--- src/rtl/spi_pkg.sv ---
// Shared types and defaults for the SPI initiator.
package spi_pkg;

  typedef enum logic [2:0] {
    IDLE,
    SETUP,
    HIGH,
    LOW,
    HOLD
  } spi_state_t;

  localparam int DEFAULT_FRAME_BITS  = 16;
  localparam int DEFAULT_HALF_PERIOD = 20;

endpackage

--- src/rtl/spi_tick_gen.sv ---
// Half-period counter: counts 0..HALF_PERIOD-1, flags expiry, and restarts on expiry or clear.
module spi_tick_gen
  import spi_pkg::*;
#(
  parameter int HALF_PERIOD = DEFAULT_HALF_PERIOD
) (
  input  logic clk_i,
  input  logic reset_i,
  input  logic clear_i,
  output logic expire_o
);

  localparam int CW = (HALF_PERIOD > 1) ? $clog2(HALF_PERIOD) : 1;

  if (HALF_PERIOD < 1) begin : g_bad_half_period
    $error("spi_tick_gen: HALF_PERIOD must be >= 1");
  end

  logic [CW-1:0] cnt_q, cnt_d;

  assign expire_o = (cnt_q == CW'(HALF_PERIOD - 1));

  // Every expiry causes a state change in the master, so expiry doubles as reload.
  always_comb begin
    cnt_d = cnt_q + 1'b1;
    if (clear_i || expire_o) cnt_d = '0;
  end

  always_ff @(posedge clk_i) begin
    if (!reset_i) cnt_q <= '0;
    else          cnt_q <= cnt_d;
  end

endmodule

--- src/rtl/spi_master.sv ---
// Mode-0 SPI initiator: one FRAME_BITS word per start, MSB first, all pins driven from flops.
module spi_master
  import spi_pkg::*;
#(
  parameter int FRAME_BITS  = DEFAULT_FRAME_BITS,
  parameter int HALF_PERIOD = DEFAULT_HALF_PERIOD
) (
  input  logic                  clk_i,
  input  logic                  reset_i,
  input  logic                  start_i,
  input  logic [FRAME_BITS-1:0] tx_data_i,
  output logic                  busy_o,
  output logic                  done_o,
  output logic [FRAME_BITS-1:0] rx_data_o,
  output logic                  sck_o,
  output logic                  sdo_o,
  input  logic                  sdi_i,
  output logic                  cs_n_o
);

  localparam int BCW = $clog2(FRAME_BITS);

  if (FRAME_BITS < 2) begin : g_bad_frame_bits
    $error("spi_master: FRAME_BITS must be >= 2");
  end

  spi_state_t            state_q, state_d;
  logic                  sck_q, sck_d;
  logic                  sdo_q, sdo_d;
  logic                  cs_n_q, cs_n_d;
  logic                  busy_q, busy_d;
  logic                  done_q, done_d;
  logic [FRAME_BITS-1:0] rx_data_q, rx_data_d;
  logic [FRAME_BITS-1:0] tx_shift_q, tx_shift_d;
  logic [FRAME_BITS-1:0] rx_shift_q, rx_shift_d;
  logic [BCW-1:0]        bit_cnt_q, bit_cnt_d;
  logic                  expire;

  spi_tick_gen #(
    .HALF_PERIOD(HALF_PERIOD)
  ) u_tick (
    .clk_i   (clk_i),
    .reset_i (reset_i),
    .clear_i (state_q == IDLE),
    .expire_o(expire)
  );

  always_comb begin
    state_d    = state_q;
    sck_d      = sck_q;
    sdo_d      = sdo_q;
    cs_n_d     = cs_n_q;
    busy_d     = busy_q;
    done_d     = 1'b0;
    rx_data_d  = rx_data_q;
    tx_shift_d = tx_shift_q;
    rx_shift_d = rx_shift_q;
    bit_cnt_d  = bit_cnt_q;
    unique case (state_q)
      IDLE: begin
        if (start_i) begin
          tx_shift_d = tx_data_i;
          sdo_d      = tx_data_i[FRAME_BITS-1];
          cs_n_d     = 1'b0;
          busy_d     = 1'b1;
          bit_cnt_d  = '0;
          state_d    = SETUP;
        end
      end
      SETUP, LOW: begin
        if (expire) begin
          sck_d   = 1'b1;
          state_d = HIGH;
        end
      end
      HIGH: begin
        // Sample on the last cycle of the high phase for maximum setup after the slave's fall update.
        if (expire) begin
          rx_shift_d = {rx_shift_q[FRAME_BITS-2:0], sdi_i};
          sck_d      = 1'b0;
          if (bit_cnt_q == BCW'(FRAME_BITS - 1)) begin
            state_d = HOLD;
          end else begin
            tx_shift_d = tx_shift_q << 1;
            sdo_d      = tx_shift_q[FRAME_BITS-2];
            bit_cnt_d  = bit_cnt_q + 1'b1;
            state_d    = LOW;
          end
        end
      end
      HOLD: begin
        if (expire) begin
          cs_n_d    = 1'b1;
          sdo_d     = 1'b0;
          rx_data_d = rx_shift_q;
          done_d    = 1'b1;
          busy_d    = 1'b0;
          state_d   = IDLE;
        end
      end
      default: state_d = IDLE;
    endcase
  end

  always_ff @(posedge clk_i) begin
    if (!reset_i) begin
      state_q    <= IDLE;
      sck_q      <= 1'b0;
      sdo_q      <= 1'b0;
      cs_n_q     <= 1'b1;
      busy_q     <= 1'b0;
      done_q     <= 1'b0;
      rx_data_q  <= '0;
      tx_shift_q <= '0;
      rx_shift_q <= '0;
      bit_cnt_q  <= '0;
    end else begin
      state_q    <= state_d;
      sck_q      <= sck_d;
      sdo_q      <= sdo_d;
      cs_n_q     <= cs_n_d;
      busy_q     <= busy_d;
      done_q     <= done_d;
      rx_data_q  <= rx_data_d;
      tx_shift_q <= tx_shift_d;
      rx_shift_q <= rx_shift_d;
      bit_cnt_q  <= bit_cnt_d;
    end
  end

  assign sck_o     = sck_q;
  assign sdo_o     = sdo_q;
  assign cs_n_o    = cs_n_q;
  assign busy_o    = busy_q;
  assign done_o    = done_q;
  assign rx_data_o = rx_data_q;

endmodule

--- config.mk ---
export PLATFORM = sky130hd
export DESIGN_NAME = spi_master
export DESIGN_NICKNAME = d
export VERILOG_FILES = /design/src/rtl/spi_pkg.sv /design/src/rtl/spi_tick_gen.sv /design/src/rtl/spi_master.sv
export SDC_FILE = /design/constraint.sdc
export NUM_CORES = 1
export LEC_CHECK = 0
export ABC_CLOCK_PERIOD_IN_PS = 1880
export BUFFER_PORTS_ARGS = -buffer_cell sky130_fd_sc_hd__buf_2
export CAP_MARGIN = 25
export CORE_MARGIN = 5
export CORE_UTILIZATION = 50
export CTS_CLUSTER_DIAMETER = 60
export DETAILED_ROUTE_END_ITERATION = 10
export HOLD_SLACK_MARGIN = 0.02
export PLACE_DENSITY = 0.76
export SYNTH_ARGS = -nofsm -noshare
export SYNTH_HDL_FRONTEND = slang
export SYNTH_SLANG_ARGS = --single-unit
--- constraint.sdc ---
create_clock -name clk_i -period 1.88 [get_ports clk_i]
set_input_delay 0.094 -clock clk_i [delete_from_list [all_inputs] [get_ports clk_i]]
set_output_delay 0.094 -clock clk_i [all_outputs]
set_load 0.05 [all_outputs]
==> results_dict.tcl <==
set metrics [dict create \
    nets 347 \
    max-slew-margin-rel 0.3909 \
    instances_no_fill 399 \
    synth_seq_cells 64 \
    cts_made_buffers 9 \
    status "completed" \
    grt_max_degree 26 \
    place_inst 382 \
    powerDensity_mw_per_mm2 899.2 \
    chipWidth_um 81.24 \
    register_area_mm2 0.001281 \
    fin_skew_ns 0.005734 \
    area_delta_synth_final_pct 21.89 \
    critPathCaptureType "flop" \
    startpoint_type "flop" \
    critPathArrivalTime_ns 2.04 \
    antenna_found_initial 0 \
    final.setup.worst_slack_ns 0.09722 \
    nFillCells 454 \
    rows 26 \
    tightest_slew_ns 0.9023 \
    dp_hpwl_um 3592 \
    wl_per_cell_um 13.74 \
    routed_wl_um 5481 \
    required_ns 2.14 \
    coreArea_mm2 0.005010 \
    vias 2131 \
    fin_hold_ws_ns 0.03819 \
    synth_ff_type "dfxtp_1" \
    setup_viol_count_final 0 \
    die_h_um 81.24 \
    synth_warnings 0 \
    drt_iter0_markers 141 \
    ir_drop_mv 0.4899 \
    grt_overflow 0 \
    period_minus_slack_ns 1.783 \
    hold_viol 0 \
    drt_first_pass_iters 4 \
    cp_max_fo 17 \
    syn_nets 301 \
    path_clk_slew_ns 0.06 \
    diodes 0 \
    total_power_uw 2781 \
    seq_area_frac_synth 0.5049 \
    multi_input_area_mm2 0.001159 \
    initial_utilization 0.5065 \
    boundaryPins 41 \
    clock_latency_ns 0.34 \
    avgViaCountPerCell 5.341 \
    portBuffers 40 \
    rsz0062_at_grt "no" \
    grt_pass1_vias 1915 \
    hold_path.class "input pin to flop" \
    max_cap_viol_count 0 \
    drive_above_1_share 0.2584 \
    ant_nets 0 \
    leakage_uw 0.001174 \
    finalCritPeriodShare 0.9483 \
    route.detailed.drc 0 \
    die_area_mm2 0.006600 \
    crit_type "flop to flop" \
    cts_tree "done" \
    synth_edf_count 0 \
    avgSynthCellArea_um2 9.095 \
    syn_inst 279 \
    clock_path_buffers 2 \
    tns_ns 0 \
    fmax_mhz 560.9 \
    grt_pass1_wl_um 8645 \
    pre_cts_slack_ns 0.07146 \
    async_reset_ff_frac 0 \
    gp_congestion 0.7907 \
    clock_sinks 64 \
    grt_use_total 0.1727 \
    htreeDepth 3 \
    cts_root_buf "clkbuf_8" \
    syn_area_mm2 0.002537 \
    ys_types 42 \
    slew_viol_final 0 \
]
[registers in the layout (all words and copies together) (netlist names)]
| signal | count |
|---|---|
| cs_n_o | 1 |
| rx_data_o | 16 |
| sck_o | 1 |
| busy_o | 1 |
| bit_cnt_q | 4 |
| rx_shift_q | 16 |
| u_tick.cnt_q | 5 |
| tx_shift_q | 15 |
| state_q | 3 |
| sdo_o | 1 |
| done_o | 1 |
[worst max-delay path, cell delays in order, from the launching register on]
cell	delay, ns
dfxtp_1	0.36
ha_2	0.25
and4bb_4	0.32
buf_4	0.17
and3_1	0.21
buf_12	0.15
nand3_1	0.08
a21oi_1	0.15
[layer usage]
layer  GRT usage  vias to the layer above  wire [um]  share of wire
li1            -                     1073          -              -
met1      0.2146                     1007       2470           0.45
met2      0.2668                       41       2619           0.48
met3     0.06098                       10        288          0.053
met4     0.08108                        0        102          0.019
met5           0                        -          0              0
[what timing repair did]
action / CTS / global route
gates resized for setup: 0 / 4
setup buffers: 0 / 0
endpoints found under the setup margin: 0 / 24
hold endpoints to repair: 1 / 0
hold buffers: 1 / 0
[cell usage in the layout, fill, tap and decap left out, drive strengths merged, types with 3 or more instances in the layout]
master,instances
a21oi,35
buf,54
clkbuf,12
dfxtp,64
nand2,74
nand3,9
nor2,9
nor3,3
o21a,14
o21ai,6
o221a,14
[metrics by stage]
stage	utilization	area, um^2
2_1_floorplan	-	2537
5_1_grt	0.6174	3093
3_3_place_gp	0.5689	2850
6_report	0.6174	3093
4_1_cts	0.6119	3065
3_5_place_dp	0.5689	2850
[cells in the mapped netlist (2+ instances only)]
| library cell | count | area, um^2 |
|---|---|---|
| nor3_1 | 2 | 10.01 |
| xor2_1 | 2 | 17.52 |
| o21ai_0 | 6 | 30.03 |
| inv_1 | 2 | 7.510 |
| nand3b_1 | 2 | 15.01 |
| o221a_1 | 8 | 90.09 |
| ha_1 | 2 | 25.02 |
| nor2_1 | 8 | 30.03 |
| buf_4 | 4 | 30.03 |
| mux2i_1 | 2 | 20.02 |
| buf_6 | 2 | 22.52 |
| o21a_1 | 14 | 105.1 |
| dfxtp_1 | 64 | 1281 |
| clkbuf_1 | 8 | 30.03 |
| o221a_2 | 6 | 67.56 |
| a21oi_1 | 35 | 175.2 |
| buf_2 | 6 | 30.03 |
| nand2b_1 | 2 | 12.51 |
| nand3_1 | 8 | 40.04 |
| o2111ai_1 | 2 | 17.52 |
| nand2_1 | 73 | 274.0 |
[where the power goes]
group | switching (uW) | internal [uW]
clock network | 493 | 709
registers | 22.6 | 1390
logic | 90.1 | 76.9
total | 605 | 2180
[cell families (layout without fill, tap and decap cells)]
group | count (synthesis) | in the layout | share of synthesized area
simple gates | 106 | 107 | 0.1997
buf+inv | 23 | 72 | 0.04931
mux | 2 | 2 | 0.007890
xor+xnor | 3 | 3 | 0.01036
fa+ha+maj | 2 | 2 | 0.009860
compound gates | 79 | 79 | 0.2180
flops | 64 | 64 | 0.5049
[final cells by class]
cell class                 count  area share
clock inverter                 3     0.01294
timing repair buffer          55      0.1141
inverter                       2    0.002427
tap                           70     0.02832
sequential                    64      0.4142
clock buffer                  12     0.05340
multi-input combinational    193      0.3746
[final timing paths]
kind | start | to | cells after the start | slack (ns)
worst min-delay path | tx_data_i[0] | tx_shift_q[0] | 3 | 0.04
worst max-delay path | u_tick.cnt_q[0] | bit_cnt_q[1] | 7 | 0.1
worst max register to register | u_tick.cnt_q[0] | bit_cnt_q[1] | 7 | 0.1
worst min register to register | busy_o | busy_o | 2 | 0.45
(Power assumes the default switching activity.)
